<file path="config.mk">
export PLATFORM = sky130hd
export DESIGN_NAME = fir_seq_ctrl
export DESIGN_NICKNAME = d
export VERILOG_FILES = /design/src/rtl/fir_pkg.sv /design/src/rtl/fir_mac_slice.sv /design/src/rtl/fir_seq_ctrl.sv
export SDC_FILE = /design/constraint.sdc
export NUM_CORES = 1
export LEC_CHECK = 0
export BUFFER_PORTS_ARGS = -buffer_cell sky130_fd_sc_hd__buf_4
export CORE_MARGIN = 1.5
export CORE_UTILIZATION = 25
export DETAILED_ROUTE_END_ITERATION = 8
export MAX_ROUTING_LAYER = met4
export PLACE_DENSITY = 0.5
export SKIP_CTS_REPAIR_TIMING = 1
export SLEW_MARGIN = 20
export SYNTH_ARGS = -nofsm -noshare
export SYNTH_HDL_FRONTEND = slang
export SYNTH_SLANG_ARGS = --single-unit
</file>
<file path="constraint.sdc">
create_clock -name CLK -period 8.2 [get_ports CLK]
set_input_delay 0.41 -clock CLK [delete_from_list [all_inputs] [get_ports CLK]]
set_output_delay 0.41 -clock CLK [all_outputs]
set_load 0.05 [all_outputs]
</file>
<file path="src/rtl/fir_pkg.sv">
// fir_pkg: shared FSM state type and accumulator sizing for the FIR sequencer
package fir_pkg;

    typedef enum logic [1:0] {
        IDLE = 2'd0,
        MAC  = 2'd1,
        OUT  = 2'd2
    } state_t;

    // Full-precision products plus log2(TAPS) guard bits so the sum of TAPS products never wraps
    function automatic int acc_width(input int dw, input int taps);
        return 2 * dw + $clog2(taps);
    endfunction

endpackage

</file>
<file path="src/rtl/fir_mac_slice.sv">
// fir_mac_slice: single-multiplier accumulate, Q-format rescale and saturation to the output width
module fir_mac_slice #(
    parameter int DW = 13,
    parameter int AW = 29
) (
    input  logic                 CLK,
    input  logic                 RST_n,
    input  logic                 clr,
    input  logic                 en,
    input  logic                 last,
    input  logic signed [DW-1:0] xin,
    input  logic signed [DW-1:0] hin,
    output logic signed [DW-1:0] dout
);

    logic signed [2*DW-1:0] prod;
    logic signed [AW-1:0]   sum;
    logic signed [AW-1:0]   shifted;
    logic signed [AW-1:0]   acc;
    logic signed [DW-1:0]   sat;
    logic                   fits;

    // Running sum including this cycle's product, floored back to Q1.(DW-1) and clamped
    always_comb begin
        prod    = xin * hin;
        sum     = acc + AW'(prod);
        shifted = sum >>> (DW - 1);
        fits    = (&shifted[AW-1:DW-1]) || !(|shifted[AW-1:DW-1]);
        sat     = fits ? shifted[DW-1:0] : {shifted[AW-1], {(DW-1){!shifted[AW-1]}}};
    end

    // Accumulator: cleared when a sample is accepted, advanced once per MAC cycle
    always_ff @(posedge CLK or negedge RST_n) begin
        if (!RST_n)
            acc <= '0;
        else if (clr)
            acc <= '0;
        else if (en)
            acc <= sum;
    end

    // Output register: loaded only on the final tap, otherwise holds the last result
    always_ff @(posedge CLK or negedge RST_n) begin
        if (!RST_n)
            dout <= '0;
        else if (en && last)
            dout <= sat;
    end

endmodule

</file>
<file path="src/rtl/fir_seq_ctrl.sv">
// fir_seq_ctrl: sequential FIR filter, one tap per cycle, with coefficient RAM, flush and output handshake
module fir_seq_ctrl
    import fir_pkg::*;
#(
    parameter int DATA_WIDTH = 13,
    parameter int TAPS       = 8
) (
    input  logic                          CLK,
    input  logic                          RST_n,
    input  logic signed [DATA_WIDTH-1:0]  DIN,
    input  logic                          DIN_VALID,
    output logic                          DIN_READY,
    input  logic                          COEF_WE,
    input  logic [$clog2(TAPS)-1:0]       COEF_ADDR,
    input  logic signed [DATA_WIDTH-1:0]  COEF_DATA,
    input  logic                          FLUSH,
    output logic signed [DATA_WIDTH-1:0]  DOUT,
    output logic                          DOUT_VALID,
    input  logic                          DOUT_READY,
    output logic                          BUSY
);

    localparam int KW = $clog2(TAPS);
    localparam int AW = acc_width(DATA_WIDTH, TAPS);

    state_t                        state;
    state_t                        nstate;
    logic [KW-1:0]                 k;
    logic signed [DATA_WIDTH-1:0]  x [TAPS];
    logic signed [DATA_WIDTH-1:0]  h [TAPS];
    logic                          idle;
    logic                          accept;
    logic                          in_mac;
    logic                          last;

    assign idle       = (state == IDLE);
    assign in_mac     = (state == MAC);
    assign DIN_READY  = idle && !FLUSH;
    assign accept     = DIN_VALID && DIN_READY;
    assign last       = in_mac && (k == KW'(TAPS - 1));
    assign DOUT_VALID = (state == OUT);
    assign BUSY       = !idle;

    // Next-state: accept -> MAC for TAPS cycles -> OUT until downstream takes the result
    always_comb begin
        nstate = state;
        case (state)
            IDLE:    nstate = accept ? MAC : IDLE;
            MAC:     nstate = last ? OUT : MAC;
            OUT:     nstate = DOUT_READY ? IDLE : OUT;
            default: nstate = IDLE;
        endcase
    end

    // State register
    always_ff @(posedge CLK or negedge RST_n) begin
        if (!RST_n)
            state <= IDLE;
        else
            state <= nstate;
    end

    // Tap counter selects which x/h pair feeds the multiplier
    always_ff @(posedge CLK or negedge RST_n) begin
        if (!RST_n)
            k <= '0;
        else if (accept)
            k <= '0;
        else if (in_mac)
            k <= k + KW'(1);
    end

    // Delay line: flush wins over a new sample and only acts while idle
    always_ff @(posedge CLK or negedge RST_n) begin
        if (!RST_n) begin
            for (int i = 0; i < TAPS; i++) x[i] <= '0;
        end else if (idle && FLUSH) begin
            for (int i = 0; i < TAPS; i++) x[i] <= '0;
        end else if (accept) begin
            x[0] <= DIN;
            for (int i = 1; i < TAPS; i++) x[i] <= x[i-1];
        end
    end

    // Coefficients are writable only while idle; addresses past the last tap match nothing
    always_ff @(posedge CLK or negedge RST_n) begin
        if (!RST_n) begin
            for (int i = 0; i < TAPS; i++) h[i] <= '0;
        end else if (idle && COEF_WE) begin
            for (int i = 0; i < TAPS; i++)
                if (COEF_ADDR == KW'(i)) h[i] <= COEF_DATA;
        end
    end

    fir_mac_slice #(
        .DW (DATA_WIDTH),
        .AW (AW)
    ) u_mac (
        .CLK   (CLK),
        .RST_n (RST_n),
        .clr   (accept),
        .en    (in_mac),
        .last  (last),
        .xin   (x[k]),
        .hin   (h[k]),
        .dout  (DOUT)
    );

endmodule

</file>
=== Word level (Yosys, flattened, before mapping) ===
Index checks and enable logic that the tools add are counted.

* Register bits after elaboration: 255
* Bits of input ports: 35
* Logic and storage cells: 77

* $mul: 1
* Muxes and demuxes: 17
* Equality and inequality tests: 10
* $add $sub $neg: 2
* Reductions and logical operators: 25
* Bitwise operators: 1
* Magnitude comparators: 1

{| class="wikitable"
|+ Operators by type and width
! operator !! number
|-
| $mux W104 || 2
|-
| $bmux W13 S3 || 2
|-
| $mux W13 || 5
|-
| $mux W29 || 2
|-
| $add A29 B26 Y29 || 1
|-
| $mul A13 B13 Y26 || 1
|-
| $reduce_and A2 Y1 || 8
|-
| $eq A3 B3 Y1 const B || 5
|-
| $eq A3 B2 Y1 const B || 2
|-
| $logic_and A1 B1 Y1 || 6
|-
| $mux W3 || 2
|-
| $pmux W2 S3 || 1
|-
| $reduce_and A5 Y1 || 1
|-
| $reduce_or A5 Y1 || 1
|-
| $ge A4 B4 Y1 const B || 1
|-
| $logic_not A1 Y1 || 4
|-
| $mux W2 || 2
|-
| $not A3 Y4 || 1
|-
| $reduce_bool A2 Y1 || 2
|-
| $add A3 B1 Y3 const B || 1
|-
| $eq A3 B1 Y1 const B || 1
|-
| $logic_not A3 Y1 || 1
|-
| $eq A2 B1 Y1 const B || 1
|-
| $eq A2 B2 Y1 const B || 1
|-
| other kinds (3) || 3
|}

=== Longest topological paths before layout ===
Gate-level depths: netlist of the first run.

* Word-level depth: 10
* Mapped depth: 30
* Gate-level depth less buffers: 26

=== Hierarchy ===
Synthesis of the first run repeated with hierarchy kept, for this count alone.

* Cell total of the unflattened synthesis: 1673
* Area total of the unflattened synthesis: 19540.0 um2

{| class="wikitable"
|+ By module, submodules not included
! module !! area each (um2) !! instances !! cells each
|-
| fir_mac_slice || 10149.7 || 1 || 1092
|-
| fir_seq_ctrl || 9390.3 || 1 || 581
|}

=== Least setup slack after synthesis of the first run ===
OpenSTA, ideal clock, no wires.

* Kind: register -> register
* Start: reg k[0]
* End: reg u_mac.dout[2]
* Required time: 8.079 ns
* Stages on the path, launching flop included: 30
* Setup slack: 0.605 ns
* Data arrival time: 7.474 ns
* Library setup time: 0.121 ns
* Path buffers: 5
* Path through: dfrtp_1 buf_6 buf_2 buf_2 mux4_2 mux2i_1 clkbuf_1 nor2_1 fa_1 inv_1 fa_1 inv_1 fa_1 inv_1 fa_1 inv_1 fa_1 inv_1 fa_1 inv_1 ha_1 or4_4 o21ai_2 a21boi_4 and4_2 o21ai_2 nand4_1 a21oi_2 buf_6 a21oi_2

* Longest elaborated chain between the ends: 10
* Elaborated cells between the ends (all ways): 18
* Classes of those cells: 1 x add/sub; 1 x mul; 1 x eq/ne; 7 x mux; 1 x bitwise; 7 x reduce/logical

{| class="wikitable"
|+ RTL lines
! what !! line !! RTL
|-
| from (decl) || fir_seq_ctrl.sv:28 || <nowiki>logic [KW-1:0] k;</nowiki>
|-
| from (signal assigned) || fir_seq_ctrl.sv:70 || <nowiki>k <= k + KW'(1);</nowiki>
|-
| $not A3 Y4 (not written as such) || fir_seq_ctrl.sv:104, fir_seq_ctrl.sv:105 ||
|-
| $bmux W13 S3, on equally long branches || fir_seq_ctrl.sv:104, fir_seq_ctrl.sv:105 ||
|-
| $mux W13, on equally long branches (2 in series) || fir_seq_ctrl.sv:104, fir_seq_ctrl.sv:105 ||
|-
| $mul A13 B13 Y26 || fir_mac_slice.sv:25 || <nowiki>prod = xin * hin;</nowiki>
|-
| $add A29 B26 Y29 || fir_mac_slice.sv:26 || <nowiki>sum = acc + AW'(prod);</nowiki>
|-
| $reduce_or A5 Y1 || fir_mac_slice.sv:28 || <nowiki>fits = (&shifted[AW-1:DW-1]) || !(|shifted[AW-1:DW-1]);</nowiki>
|-
| $logic_not A1 Y1 || fir_mac_slice.sv:28 ||
|-
| $logic_or A1 B1 Y1 || fir_mac_slice.sv:28 ||
|-
| $mux W13 || fir_mac_slice.sv:29 || <nowiki>sat = fits ? shifted[DW-1:0] : {shifted[AW-1], {(DW-1){!shifted[AW-1]}}};</nowiki>
|-
| to (signal assigned) || fir_mac_slice.sv:47 || <nowiki>dout <= sat;</nowiki>
|-
| to (decl) || fir_mac_slice.sv:13 || <nowiki>output logic signed [DW-1:0] dout</nowiki>
|}

Several ways; a longest one is shown, not always the timed one. The select of a mux whose other input is x is not followed.
A chain may end at the register's enable or synchronous reset.

=== Worst setup path after layout of the first run ===
* Start: reg k[0]
* End: reg u_mac.dout[1]

The elaborated chain is that of the path after synthesis.

==> flow_summary_export.csv, run 1 <==
group,metric,value,unit
run_status,status,"finished, final reports clean",
logic_synthesis,synth_edf_count,0,
setup_path,end_kind,"flip-flop",
place,hpwl,34.9,mm
timing,slew_headroom,28.9,%
die,dieHeight,281,um
logic_synthesis,yosysSeqAreaShare,33.0,%
setup_path,timing.rr.start,"k[0]",
logic_synthesis,synth_adder_area_share,27.4,%
setup_path,slowest_stage,"mux4_2",
run,max_cap_viol_count,0,
timing,finClkSkew,0.0258,ns
logic_synthesis,synth.area.top_cells,"dfrtp_1, fa_1, mux2_2, mux4_2, inv_1",
timing,min_period_over_period,96.0,%
logic_synthesis,avgSynthCellArea,11.3,um2
timing,setup_tns,0,ns
drt,drtPass1Iterations,7,
logic_synthesis,synth_top_cell_by_area,"dfrtp_1",
die,rows,101,
die,num_io_pins,51,
layout,fin_nets,2094,
layout,final_area,22200,um2
logic_synthesis,synth-seq-cells,255,
drt,wl_per_cell,16.4,um
timing,fmax,127,MHz
setup_path,worstPathMaxFanout,12,
drt,drc,0,
place,io_buffers,50,
logic_synthesis,synth.most_common_cell,"inv_1",
global_route,antenna_found_initial,0,
timing,finalMaxSlewViolations,0,
timing,hold_viol,0,
global_route,grt_start_max_net_pins,105,
layout,fill_cells,7829,
drt,antenna_left,0,
global_route,grt_pass1_wl,76.0,mm
cts,cts_tree,"built",
die,dieArea,78900,um2
setup_path,path_class,"reg -> reg",
setup_path,cp_data_arrival_time,8.34,ns
logic_synthesis,synth.area.mux_share,14.3,%
timing,finalSetupViolCount,0,
setup_path,required,8.67,ns
cts,path_clk_slew,0.06,ns
logic_synthesis,synth_compound_area_share,9.49,%
cts,numClockSinks,255,
hold_path,min-delay-start,"DIN[9]",
cts,htree_levels,1,
setup_path,critical-path-max-stage-delay,0.51,ns
logic_synthesis,synthArstFlopShare,100,%
layout,antenna_cells,0,
logic_synthesis,syn_nets,2036,
logic_synthesis,synthDistinctLibCells,63,
die,initial_core_util,25.4,%
setup_path,crit_start,"k[0]",
setup_path,cpMostUsedCell,"fa_1",
logic_synthesis,synth_top_area_share,33.0,%
layout,syn2layout_area_growth,15.0,%
global_route,gr-total-overflow,0,
timing,layout_min_cycle_time,7.88,ns
logic_synthesis,yosysWarningCount,0,
logic_synthesis,synth_flop_cell,"dfrtp_1",
layout,drive_gt1_share,20.7,%
timing,rsz0062_at_grt,"false",
global_route,first_global_vias,13500,
setup_path,critPathLaunchType,"flip-flop",
logic_synthesis,synth_common_cells,"inv_1, dfrtp_1, fa_1, nand2_1, nor2_1",
place,place.gp.congestion,0.878,
cts,root_buffer,"clkbuf_16",
drt,via_per_inst,4.39,
cts,cts_buffers,30,
cts,clk_path_buf_depth,3,
logic_synthesis,syn_area,19300,um2
setup_path,reg2reg_slack,0.32,ns
die,die_w,281,um
logic_synthesis,synth_top_family_by_area,"adder cells",
cts,clkLatencyLatePin,0.61,ns
drt,vias,12400,
logic_synthesis,yosys.area_share.simple,6.98,%
drt,drt_iter0_drc,530,
timing,worst_pin_slew,1.07,ns
logic_synthesis,synthCells,1704,
logic_synthesis,synthXorXnorAreaFrac,1.35,%
hold_path,hold_depth,2,
die,core-area,76200,um2
global_route,grtUsageTotal,12.4,%
place,post_dp_cell_area,21100,um2
drt,drt_wl_total,46.2,mm
setup_path,reg2regPathDepth,26,
hold_path,hold_path_class,"in -> reg",
metal layers:
| metal | vias to the layer above | GRT usage, % | part of all wire [%] |
|---|---|---|---|
| met4 | 0 | 2.99 | 2.5 |
| met2 | 215 | 19.3 | 46 |
| li1 | 5727 | - | - |
| met3 | 74 | 1.87 | 3.8 |
| met5 | - | - | 0 |
| met1 | 6352 | 16.9 | 48 |
critical path: cells and delay by family (launching register included):
family,cells,cell delay [ns]
adder cells (fa/ha/maj),7,3.30
AO/OA/AOI/OAI,7,1.46
buffers and inverters,7,0.94
flip-flops,1,0.47
XOR/XNOR,1,0.33
AND/OR/NAND/NOR,2,0.25
multiplexers,2,0.98
state kept, by name (all words and copies together) (netlist names):
name	cells
h	104
x	104
u_mac.acc	29
u_mac.dout	13
k	3
state	2
layout make-up:
type / instances / area [um2] / area share [%]
Sequential cell: 255 / 6390 / 28.8
Clock inverter: 16 / 241 / 1.09
Multi-Input combinational cell: 1074 / 11500 / 51.8
Inverter: 296 / 1110 / 5.00
Tap cell: 1030 / 1290 / 5.80
Timing Repair Buffer: 105 / 836 / 3.76
Clock buffer: 40 / 838 / 3.77
worst paths after layout:
check,endpoint
min,x[100]
max,u_mac.dout[1]
max in group asynchronous,k[1]
min in group asynchronous,x[92]
max reg2reg,u_mac.dout[1]
min reg2reg,x[7]
logic make-up after synthesis:
kind of cell,count (synthesis)
muxes,194
and+or+nand+nor,308
AOI/OAI and AO/OA,247
xor gates and xnor gates,28
buffers and inverters,375
adders and majority gates,297
DFF,255
metrics by stage:
| stage | util (%) | hold WS, ns | std cells | setup slack (ns) |
|---|---|---|---|---|
| finish | 29.2 | 0.0222 | 2816 | 0.325 |
| CTS | 29.1 | -0.219 | 2808 | 0.196 |
| floorplan | - | 0.114 | 1704 | 0.605 |
| global route | 29.2 | 0.00939 | 2816 | 0.0169 |
| global placement | 27.6 | 0.429 | 2752 | 0.296 |
| detailed placement | 27.6 | 0.428 | 2752 | 0.208 |
placed cells by master (no fill, tap or decap), drive strengths merged, types with 3 or more instances in the layout:
cell type,synthesis,routed
xor2,9,9
o21a,3,3
clkbuf,54,40
xnor2,19,19
mux2,120,120
buf,25,104
mux2i,22,22
and2,6,6
clkinvlp,0,3
a21o,5,5
bufinv,0,5
nor4,4,4
o211ai,6,6
a21oi,44,44
fa,210,210
and3,6,6
mux4,52,52
a31oi,4,4
o21ai,52,52
ha,87,87
nand2b,11,11
nand3b,4,4
a22o,105,105
or2,8,8
o22ai,14,14
dfrtp,255,255
clkinv,0,7
inv,296,297
nand2,124,124
nor2b,10,10
nor2,122,122
Power of run 1 is not shown: default switching activity piles up to over one toggle a cycle in this logic, so the estimate is an artifact.
==> run 2, diff against run 1 <==
--- a/config.mk
+++ b/config.mk
@@ -10,7 +10,8 @@
 export CORE_UTILIZATION = 25
 export DETAILED_ROUTE_END_ITERATION = 8
 export MAX_ROUTING_LAYER = met4
-export PLACE_DENSITY = 0.5
+export PLACE_DENSITY = 0.49
+export SETUP_SLACK_MARGIN = 0.2
 export SKIP_CTS_REPAIR_TIMING = 1
 export SLEW_MARGIN = 20
 export SYNTH_ARGS = -nofsm -noshare
==> constraint.sdc (replaced) <==
create_clock -name CLK -period 8.5 [get_ports CLK]
set_input_delay 0.425 -clock CLK [delete_from_list [all_inputs] [get_ports CLK]]
set_output_delay 0.425 -clock CLK [all_outputs]
set_load 0.05 [all_outputs]
==> flow_summary_export.csv, run 2 (same netlist as run 1, synthesis figures left out) <==
group,metric,value,unit
timing,rsz0062_at_grt,"false",
cts,path_clk_slew,0.06,ns
run,max_cap_viol_count,0,
die,core-area,76200,um2
setup_path,path_class,"reg -> reg",
layout,reg.largest.list,"h x104, x x104, u_mac.acc x29",
run_status,status,"finished, final reports clean",
drt,vias,12400,
timing,worst_pin_slew,1.08,ns
layout,mostFrequentLayoutCells,"inv_1, dfrtp_1, fa_1",
layout,drive_gt1_share,20.0,%
layout,antenna_cells,0,
setup_path,cp_data_arrival_time,8.27,ns
die,rows,101,
cts,clk_path_buf_depth,3,
die,die_w,281,um
drt,antenna_left,0,
hold_path,min-delay-start,"DOUT_READY",
setup_path,slowest_stage,"dfrtp_4",
setup_path,critPathLaunchType,"flip-flop",
timing,layout_min_cycle_time,7.77,ns
place,place.gp.congestion,0.886,
drt,drt_wl_total,46.7,mm
timing,hold_viol,0,
setup_path,worstPathMaxFanout,14,
cts,cts_tree,"built",
drt,via_per_inst,4.42,
layout,final_common_cell,"inv_1",
timing,finClkSkew,0.0186,ns
global_route,top_usage_layer,"met2",
drt,drtPass1Iterations,5,
timing,slew_headroom,28.0,%
setup_path,reg2regPathDepth,25,
global_route,first_global_vias,13500,
layout,fin_nets,2080,
die,initial_core_util,25.4,%
die,num_io_pins,51,
setup_path,r2r-end,"u_mac.dout[0]",
layout,syn2layout_area_growth,14.1,%
setup_path,critical-path-max-stage-delay,0.59,ns
global_route,use_met2,19.7,%
timing,finalSetupViolCount,0,
global_route,gr-usage-met1,17.7,%
die,dieHeight,281,um
timing,fmax,129,MHz
setup_path,timing.rr.start,"k[0]",
setup_path,end_kind,"flip-flop",
hold_path,hold_depth,2,
cts,root_buffer,"clkbuf_16",
place,hpwl,35.1,mm
global_route,grt_start_max_net_pins,137,
global_route,use_met3,1.39,%
hold_path,min_to,"state[1]",
setup_path,reg2reg_slack,0.73,ns
cts,cts_buffers,29,
timing,setup_tns,0,ns
place,io_buffers,50,
timing,finalMaxSlewViolations,0,
setup_path,cpMostUsedCell,"fa_1",
hold_path,hold_path_class,"in -> reg",
global_route,grt_pass1_wl,77.1,mm
cts,htree_levels,1,
cts,clkLatencyLatePin,0.58,ns
drt,drc,0,
global_route,antenna_found_initial,0,
global_route,grtUsageTotal,12.6,%
global_route,gr-total-overflow,0,
cts,numClockSinks,255,
drt,wl_per_cell,16.7,um
timing,min_period_over_period,91.4,%
setup_path,required,9.00,ns
drt,drt_iter0_drc,651,
die,dieArea,78900,um2
run 2: area by class of cell:
type,count,area (um2)
multi-input combinational,1074,11500
clock buffer,45,876
fill,7780,54200
timing repair buffer,92,746
inverter,296,1110
sequential,255,6390
tap,1030,1290
clock inverter,9,128
run 2: per-layer routing:
layer | routed length [um] | vias to the layer above | share of wire [%]
met2 | 21400 | 208 | 46
li1 | - | 5698 | -
met3 | 1460 | 48 | 3.1
met4 | 750 | 0 | 1.6
met1 | 23200 | 6420 | 50
met5 | 0 | - | 0
run 2: worst max-delay path: cells and delay by family (launching register included):
family                   cells  cell delay [ns]
AO/OA/AOI/OAI                3             0.36
flip-flops                   1             0.59
multiplexers                 2             0.91
adder cells (fa/ha/maj)      7             3.17
AND/OR/NAND/NOR              6             1.47
buffers and inverters        7             1.19
run 2: how the worst max path moves through the flow:
stage / startpoint / endpoint / slack [ns] / cells after the start
after detailed placement: k[0] / u_mac.dout[1] / 0.52 / 26
final: k[0] / u_mac.dout[0] / 0.73 / 25
after global placement: k[0] / u_mac.dout[0] / 0.60 / 26
after CTS: k[0] / u_mac.dout[1] / 0.55 / 26
after global routing: k[0] / u_mac.dout[0] / 0.22 / 25
after floorplan: k[0] / u_mac.dout[10] / 0.91 / 29
run 2: per-stage QoR:
step | cell area, um2 | hold slack (ns) | std cells | setup WS [ns] | utilization (%)
floorplan | 19300 | 0.129 | 1704 | 0.905 | -
global placement | 21000 | 0.478 | 2745 | 0.605 | 27.6
detailed placement | 21000 | 0.480 | 2745 | 0.522 | 27.6
CTS | 22000 | 0.00177 | 2799 | 0.554 | 28.9
global route | 22000 | 0.0130 | 2801 | 0.218 | 28.9
finish | 22000 | 0.0391 | 2801 | 0.731 | 28.9
Power of run 2 is left out for the same reason.
==> run 3, diff against run 2 <==
==> constraint.sdc (replaced) <==
create_clock -name CLK -period 8.4 [get_ports CLK]
set_input_delay 0.42 -clock CLK [delete_from_list [all_inputs] [get_ports CLK]]
set_output_delay 0.42 -clock CLK [all_outputs]
set_load 0.05 [all_outputs]
==> flow_summary_export.csv, run 3 (same netlist as run 1, synthesis figures left out) <==
group,metric,value,unit
die,dieArea,78900,um2
layout,fin_nets,2078,
setup_path,path_class,"reg -> reg",
setup_path,reg2reg_slack,0.60,ns
timing,worst_pin_slew,1.07,ns
drt,vias,12300,
setup_path,r2r-end,"u_mac.dout[11]",
timing,whs,-0.0899,ns
setup_path,end_kind,"flip-flop",
cts,path_clk_slew,0.07,ns
layout,fill_cells,7815,
die,core-area,76200,um2
cts,clkLatencyLatePin,0.59,ns
timing,fmax,128,MHz
cts,numClockSinks,255,
setup_path,cpMostUsedCell,"fa_1",
cts,clk_path_buf_depth,3,
drt,drc,0,
timing,slew_headroom,28.5,%
die,rows,101,
timing,min_period_over_period,92.8,%
timing,finalSetupViolCount,0,
layout,drive_gt1_share,19.9,%
cts,cts_buffers,28,
global_route,first_global_vias,13300,
layout,syn2layout_area_growth,13.8,%
global_route,grt_pass1_wl,76.0,mm
setup_path,timing.rr.start,"k[1]",
die,num_io_pins,51,
die,dieHeight,281,um
run_status,violations,"negative hold slack",
layout,antenna_cells,0,
die,die_w,281,um
drt,antenna_left,0,
place,place.gp.congestion,0.881,
run_status,status,"complete, but fails checks",
global_route,gr-total-overflow,0,
cts,root_buffer,"clkbuf_16",
drt,via_per_inst,4.39,
setup_path,required,8.90,ns
timing,layout_min_cycle_time,7.80,ns
timing,setup_tns,0,ns
setup_path,cp_data_arrival_time,8.30,ns
drt,wl_per_cell,16.4,um
timing,hold_viol,47,
hold_path,hold_path_class,"in -> async",
place,hpwl,34.1,mm
cts,cts_tree,"built",
place,io_buffers,50,
layout,multiInputGateArea,11500,um2
layout,final_common_cell,"inv_1",
setup_path,critPathLaunchType,"flip-flop",
timing,finalMaxSlewViolations,0,
setup_path,reg2regPathDepth,25,
timing,finClkSkew,0.0295,ns
die,initial_core_util,25.4,%
setup_path,critical-path-max-stage-delay,0.74,ns
layout,regArea,6390,um2
global_route,antenna_found_initial,0,
global_route,grtUsageTotal,12.4,%
drt,drtPass1Iterations,4,
layout,reg.largest.list,"h x104, x x104, u_mac.acc x29",
run,max_cap_viol_count,0,
setup_path,slowest_stage,"dfrtp_2",
layout,mostFrequentLayoutCells,"inv_1, dfrtp_1, fa_1",
drt,drt_iter0_drc,663,
drt,drt_wl_total,45.9,mm
timing,rsz0062_at_grt,"false",
cts,htree_levels,1,
global_route,grt_start_max_net_pins,130,
setup_path,worstPathMaxFanout,20,
-- run 3: how the worst max path moves through the flow --
stage	start	to	slack [ns]	cells past startpoint
floorplan	k[0]	u_mac.dout[2]	0.81	29
global placement	k[0]	u_mac.dout[0]	0.25	24
detailed placement	k[0]	u_mac.dout[1]	0.11	25
CTS	k[0]	u_mac.dout[1]	0.08	25
global route	k[1]	u_mac.dout[11]	0.22	24
finish	k[1]	u_mac.dout[11]	0.60	25
-- run 3: area by class of cell --
class | count | share of cell area (%)
Clock buffer | 40 | 3.71
Clock inverter | 9 | 0.484
Inverter | 296 | 5.06
Multi-Input combinational cell | 1074 | 52.4
Sequential cell | 255 | 29.1
Tap cell | 1030 | 5.86
Timing Repair Buffer | 91 | 3.40
-- run 3: stage by stage --
step / std cells / hold WS [ns] / area [um2] / worst slack (ns) / utilization, %
final: 2795 / -0.0899 / 22000 / 0.604 / 28.8
after global routing: 2795 / 0.0130 / 22000 / 0.218 / 28.8
after CTS: 2789 / -0.0319 / 21900 / 0.0807 / 28.7
after detailed placement: 2740 / 0.481 / 21000 / 0.106 / 27.5
after global placement: 2740 / 0.472 / 21000 / 0.246 / 27.5
after floorplan: 1704 / 0.124 / 19300 / 0.805 / -
-- run 3: worst max-delay path, delay by kind of cell (launching register included) --
kind | cells | cell delay [ns]
simple gates | 3 | 0.54
fa+ha+maj | 7 | 3.25
flops | 1 | 0.74
mux | 2 | 0.94
buf+inv | 6 | 0.97
compound gates | 7 | 1.28
-- run 3: metal layers --
layer / wire length, um / GRT usage (%) / part of all wire [%]
met5: 0 / - / 0
met4: 997 / 2.99 / 2.2
met3: 1350 / 1.65 / 2.9
met2: 20900 / 19.4 / 46
met1: 22600 / 17.0 / 49
Power of run 3 is left out for the same reason.
